**src/rtl/sr_ff_arbiter.sv**
```systemverilog


module sr_ff_arbiter #(
    parameter int N_REQ        = 4,
    parameter int PULSE_CYCLES = 2,
    parameter int GAP_CYCLES   = 1
) (
    input  logic             clk,
    input  logic             rst,
    input  logic [N_REQ-1:0] req,
    input  logic [N_REQ-1:0] op_set,
`ifdef SR_ARB_TOGGLE_EN
    input  logic [N_REQ-1:0] op_tgl,
`endif
    input  logic             q,
    output logic             s,
    output logic             r,
    output logic [N_REQ-1:0] gnt,
    output logic [N_REQ-1:0] ack,
    output logic             busy
);
    localparam int IDXW = (N_REQ > 1) ? $clog2(N_REQ) : 1;
    localparam int MAXC = (PULSE_CYCLES > GAP_CYCLES) ? PULSE_CYCLES : GAP_CYCLES;
    localparam int CW   = $clog2(MAXC + 1);
    localparam logic [IDXW:0]  N_W    = (IDXW+1)'(N_REQ);
    localparam logic [CW-1:0]  P_LAST = CW'(PULSE_CYCLES - 1);
    localparam logic [CW-1:0]  G_LAST = CW'(GAP_CYCLES - 1);

    typedef enum logic [1:0] {IDLE, DRIVE, GAP} state_t;

    state_t            state, state_nxt;
    logic [IDXW-1:0]   rr_ptr, rr_ptr_nxt;
    logic [IDXW-1:0]   win, win_nxt;
    logic              op, op_nxt;       // 1 = drive s, 0 = drive r
    logic [CW-1:0]     cnt, cnt_nxt;
    logic [N_REQ-1:0]  gnt_nxt;

    logic              found;
    logic [IDXW-1:0]   pick;
    logic [IDXW:0]     scan;
    logic [IDXW:0]     inc;
    logic              pick_op;

`ifdef SR_ARB_TOGGLE_EN
    // Toggle wins over op_set and is resolved against the live flop state
    assign pick_op = op_tgl[pick] ? ~q : op_set[pick];
`else
    logic unused_q;
    assign unused_q = q;
    assign pick_op  = op_set[pick];
`endif

    // Round-robin scan starting at rr_ptr; first asserted request wins
    always_comb begin
        found = 1'b0;
        pick  = '0;
        scan  = '0;
        for (int i = 0; i < N_REQ; i++) begin
            scan = {1'b0, rr_ptr} + (IDXW+1)'(i);
            if (scan >= N_W) scan = scan - N_W;
            if (!found && req[scan[IDXW-1:0]]) begin
                found = 1'b1;
                pick  = scan[IDXW-1:0];
            end
        end
    end

    // Next-state and output decode; s/r/ack come only from registered state
    always_comb begin
        state_nxt  = state;
        cnt_nxt    = cnt;
        win_nxt    = win;
        op_nxt     = op;
        rr_ptr_nxt = rr_ptr;
        inc        = {1'b0, win} + 1'b1;
        s          = 1'b0;
        r          = 1'b0;
        ack        = '0;
        busy       = (state != IDLE);
        case (state)
            IDLE: begin
                if (found) begin
                    state_nxt = DRIVE;
                    cnt_nxt   = '0;
                    win_nxt   = pick;
                    op_nxt    = pick_op;
                end
            end
            DRIVE: begin
                s = op;
                r = ~op;
                if (cnt == P_LAST) begin
                    state_nxt = GAP;
                    cnt_nxt   = '0;
                end else begin
                    cnt_nxt = cnt + 1'b1;
                end
            end
            GAP: begin
                if (cnt == G_LAST) begin
                    ack[win]   = 1'b1;
                    state_nxt  = IDLE;
                    cnt_nxt    = '0;
                    if (inc >= N_W) inc = '0;
                    rr_ptr_nxt = inc[IDXW-1:0];
                end else begin
                    cnt_nxt = cnt + 1'b1;
                end
            end
            default: begin
                state_nxt = IDLE;
                cnt_nxt   = '0;
            end
        endcase
        gnt_nxt = '0;
        if (state_nxt != IDLE) gnt_nxt[win_nxt] = 1'b1;
    end

    // State, latched winner/op, counter, pointer and registered grant
    always_ff @(posedge clk) begin
        if (rst) begin
            state  <= IDLE;
            cnt    <= '0;
            win    <= '0;
            op     <= 1'b0;
            rr_ptr <= '0;
            gnt    <= '0;
        end else begin
            state  <= state_nxt;
            cnt    <= cnt_nxt;
            win    <= win_nxt;
            op     <= op_nxt;
            rr_ptr <= rr_ptr_nxt;
            gnt    <= gnt_nxt;
        end
    end
endmodule
```
**config.mk**
```make
export PLATFORM = sky130hd
export DESIGN_NAME = sr_ff_arbiter
export DESIGN_NICKNAME = d
export VERILOG_FILES = /design/src/rtl/sr_ff_arbiter.sv
export SDC_FILE = /design/constraint.sdc
export NUM_CORES = 1
export LEC_CHECK = 0
export BUFFER_PORTS_ARGS = -buffer_cell sky130_fd_sc_hd__buf_2
export CAP_MARGIN = 40
export CORE_MARGIN = 5
export CORE_UTILIZATION = 43
export DETAILED_ROUTE_END_ITERATION = 8
export PLACE_DENSITY = 0.66
export SLEW_MARGIN = 20
export SYNTH_ARGS = -nofsm -noshare
export SYNTH_HDL_FRONTEND = slang
export SYNTH_SLANG_ARGS = --single-unit
```
**constraint.sdc**
```tcl
create_clock -name clk -period 2.2 [get_ports clk]
set_input_delay 0.33 -clock clk [delete_from_list [all_inputs] [get_ports clk]]
set_output_delay 0.33 -clock clk [all_outputs]
set_load 0.1 [all_outputs]
```
Yosys cells after proc, flatten, opt, wreduce, memory -nomap -nowiden
Index checks and enable logic that the tools add are counted.
{"block": "totals", "in_bits": 11, "out_inout_bits": 11, "register_bits": 13, "wordCells": 91}
{"block": "classes", "eq_ne": 4, "addsub": 9, "muxes": 41, "n_lt_le_gt_ge": 14, "bitwise": 2, "reduce_logical": 15}
{"operator": "two-way mux 2 bit", "n": 17}
{"operator": "less-than comparator 2 x 3 -> 1 bit (second input constant)", "n": 7}
{"operator": "two-way mux 1 bit", "n": 13}
{"operator": ">= comparator 3 bit (second input constant)", "n": 4}
{"operator": "one-hot mux 2 bit (3 select lines)", "n": 2}
{"operator": "binary-select mux 1 bit (select 2 bit)", "n": 5}
{"operator": "two-way mux 4 bit", "n": 2}
{"operator": "subtractor 2 x 1 -> 2 bit (second input constant)", "n": 4}
{"operator": "adder 2 x 1 -> 3 bit (second input constant)", "n": 2}
{"operator": "adder 2 x 2 -> 3 bit (second input constant)", "n": 2}
{"operator": "logical AND 1 bit", "n": 5}
{"operator": "demux 1 bit (select 2 bit)", "n": 2}
{"operator": "== test 2 x 1 -> 1 bit (second input constant)", "n": 2}
{"operator": ">= comparator 2 x 1 -> 1 bit (second input constant)", "n": 2}
{"operator": "logical NOT 2 bit", "n": 2}
{"operator": "AND reduction 2 bit", "n": 2}
{"operator": "nonzero test 2 bit", "n": 2}
{"operator": ">= comparator 2 x 3 -> 1 bit (second input constant)", "n": 1}
{"operator": "logical NOT 1 bit", "n": 3}
{"operator": "adder 2 x 1 -> 2 bit (second input constant)", "n": 1}
{"operator": "== test 2 bit (second input constant)", "n": 1}
{"operator": "inequality test 2 bit (second input constant)", "n": 1}
{"operator": "inverter 1 bit", "n": 2}
{"operator": "OR reduction 2 bit", "n": 1}

Longest topological paths before layout
{"block": "depth", "word_depth": 20, "ltp_mapped": 7, "depth_no_buf": 7}

Least setup slack after synthesis
No wires, ideal clock.
{"block": "synth_path", "path_kind": "register -> output", "startpoint": "register state[1]", "endpoint": "output r", "path_buffers": 0, "setup_slack_ns": -0.090, "arrival_ns": 1.960, "required_time_ns": 1.870, "path_stages_with_launch": 4, "path_cell_list": "dfxtp_1 inv_1 ha_1 nor2b_1"}
{"block": "synth_between", "elab_chain_len": 2}
{"element": "start, declared", "line": "31", "source": "state_t state, state_nxt;"}
{"element": "start signal, assigned", "line": "129", "source": "state <= state_nxt;"}
{"element": "== test 2 x 1 -> 1 bit", "line": "80", "source": "case (state)"}
{"element": "two-way mux 1 bit", "line": "80"}
{"element": "end, declared", "line": "17", "source": "output logic r,"}
No other way between the ends.

Worst setup path after layout
{"block": "layout_path", "startpoint": "register state[0]", "endpoint": "output ack[0]"}
{"block": "layout_between", "elab_chain_len": 2}
{"element": "== test 2 bit", "line": "80"}
{"element": "two-way mux 4 bit", "line": "80"}
{"element": "end, declared", "line": "19", "source": "output logic [N_REQ-1:0] ack,"}
No other way between the ends.

==> results_dict.tcl <==
set metrics [dict create \
    syn_inst 103 \
    mostFrequentLayoutCells "20 x buf_2, 13 x dfxtp_1, 11 x ha_1" \
    required_ns 1.87 \
    worst-path-buf-inv 2 \
    synth-edff-count 0 \
    dpl.hpwl_um 1490 \
    max_slew_margin 0.674 \
    first_pass_iters 4 \
    clkSinkCount 13 \
    port_buffers 20 \
    ir_drop_mv 0.387 \
    synthArstFlopShare 0 \
    ys_warn_count 0 \
    maxCapViolations 0 \
    crit_path_cell_trace "inv_1, ha_1, and3_1, buf_2" \
    cp_data_arrival_time_ns 1.63 \
    min_period_over_period 0.892 \
    synth_fp_nets 125 \
    avgSynthCellArea_um2 8.96 \
    routabilityCongestion 0.777 \
    layout_commonest_cell "buf_2" \
    ys_types 37 \
    clock.fmax_mhz 509 \
    initial_core_util 0.461 \
    die_w_um 56.3 \
    root_buffer "clkbuf_4" \
    drc_errors 0 \
    finalSetupViolCount 0 \
    place_ws_ns 0.395 \
    die_area_um2 3170 \
    crit_fanout 9 \
    worstSetupPathType "reg -> out" \
    worst_pin_slew_ns 0.492 \
    fp-row-count 16 \
    fp.dieH_um 56.3 \
    syn_area_um2 923 \
    drt-total-wl_um 1790 \
    detail_route.wl_per_cell_um 11.7 \
    numCtsBuffers 3 \
    setup_tns_ns 0 \
    start_kind "flip-flop" \
    maxSlewViolCount 0 \
    cts_tree "built" \
    ctsHoldBuffers 0 \
    power_leakage_nw 0.506 \
    grt_antenna_before_repair 0 \
    cp_slowest_stage_delay_ns 0.42 \
    grt_pass1_vias 721 \
    cts_max_level 1 \
    synth-main-ff-cell "dfxtp_1" \
    area_delta_synth_final_pct 17.1 \
    outcome "complete, no violations" \
    diodes 0 \
    fin_nets 149 \
    clkTransAtPathRegs_ns 0.08 \
    cts_resized 0 \
    grt_pass1_wl_um 3240 \
    fin_skew_ns 0.00222 \
    crit_path_end_kind "primary output" \
    yosysSeqAreaShare 0.282 \
    vias_per_cell 5.10 \
    layout-drive-gt1-share 0.286 \
    num_vias 780 \
    cellPowerDensity_nw_per_um2 632 \
    grt_max_degree 10 \
    finalWorstSetupSlack_ns 0.237 \
    clk_path_buf_depth 2 \
    grtUsageTotal 0.128 \
    crit_family "buffers and inverters" \
    core_area_um2 2000 \
    finalCriticalPeriod_ns 1.96 \
    gr-total-overflow 0 \
    clk_latency_ns 0.27 \
    ant_nets 0 \
    ios 22 \
    cts_setup_buffers 0 \
    drt_iter0_markers 17 \
    hold_path_class "in -> reg" \
    hold_viol 0 \
    ys_ff_latch 13 \
    rsz0062_at_grt "no" \
    cp_slowest_cell "buf_2" \
]
==> power by group <==
group	switching [W]	internal, W	leakage [nW]	total [W]
logic	0.000195	0.0000788	0.385	0.000274
registers	0.0000103	0.000251	0.106	0.000261
clock network	0.0000772	0.0000702	0.0150	0.000147
total	0.000283	0.000400	0.506	0.000683
==> worst paths after layout <==
kind | start | endpoint | slack [ns] | depth (start not counted)
worst min-delay path | rst | rr_ptr[1] | 0.33 | 2
worst max-delay path | state[0] | ack[0] | 0.24 | 4
worst min register to register | cnt[1] | cnt[1] | 0.49 | 2
worst max register to register | state[0] | gnt[2] | 0.39 | 7
==> cell usage after synthesis, drive strengths merged, types with 2 or more instances <==
library cell | n | area share
or2 | 2 | 0.016
inv | 8 | 0.033
nor3 | 4 | 0.022
mux2i | 2 | 0.022
a21oi | 6 | 0.033
nand2 | 8 | 0.033
o21ai | 2 | 0.015
and2b | 2 | 0.016
ha | 11 | 0.15
dfxtp | 13 | 0.28
and2 | 3 | 0.023
nor2b | 5 | 0.042
nand3b | 2 | 0.016
nor2 | 12 | 0.054
and3 | 4 | 0.027
nand3 | 3 | 0.016
==> through the flow <==
step                total power [W]  cells  hold slack, ns  cell area [um2]   util
global placement           0.000539    149           0.477             1050  0.527
floorplan                  0.000493    103           0.460              926      -
global route               0.000728    153           0.331             1080  0.540
finish                     0.000683    153           0.330             1080  0.540
detailed placement         0.000543    149           0.481             1050  0.527
CTS                        0.000693    153           0.327             1080  0.540
==> per-layer routing <==
metal / track usage / wire, um / up-vias
met5: 0 / 0 / -
met2: 0.200 / 842 / 13
met4: 0.0712 / 33 / 0
li1: - / - / 403
met3: 0.0298 / 76 / 4
met1: 0.161 / 833 / 360
==> flip-flops by register name, indices dropped and copies added (netlist names) <==
signal / flops
gnt: 4
cnt: 2
rr_ptr: 2
state: 2
win: 2
op: 1
==> cells by family (layout without fill, tap and decap cells) <==
group | Yosys count | count (layout) | synth area share
adder cells (fa/ha/maj) | 11 | 11 | 0.149
buffers and inverters | 9 | 32 | 0.0379
AO/OA/AOI/OAI | 19 | 19 | 0.201
flip-flops | 13 | 13 | 0.282
multiplexers | 2 | 2 | 0.0217
AND/OR/NAND/NOR | 49 | 49 | 0.309
==> layout make-up <==
cell class / count / area (um2)
flip-flops and latches: 13 / 260
well taps: 27 / 33.8
fillers: 216 / 921
repair buffers: 20 / 100
clock buffers: 4 / 26.3
inverters: 8 / 30.0
multi-input cells: 81 / 631
Note: power is estimated with default switching activity, not from simulation.
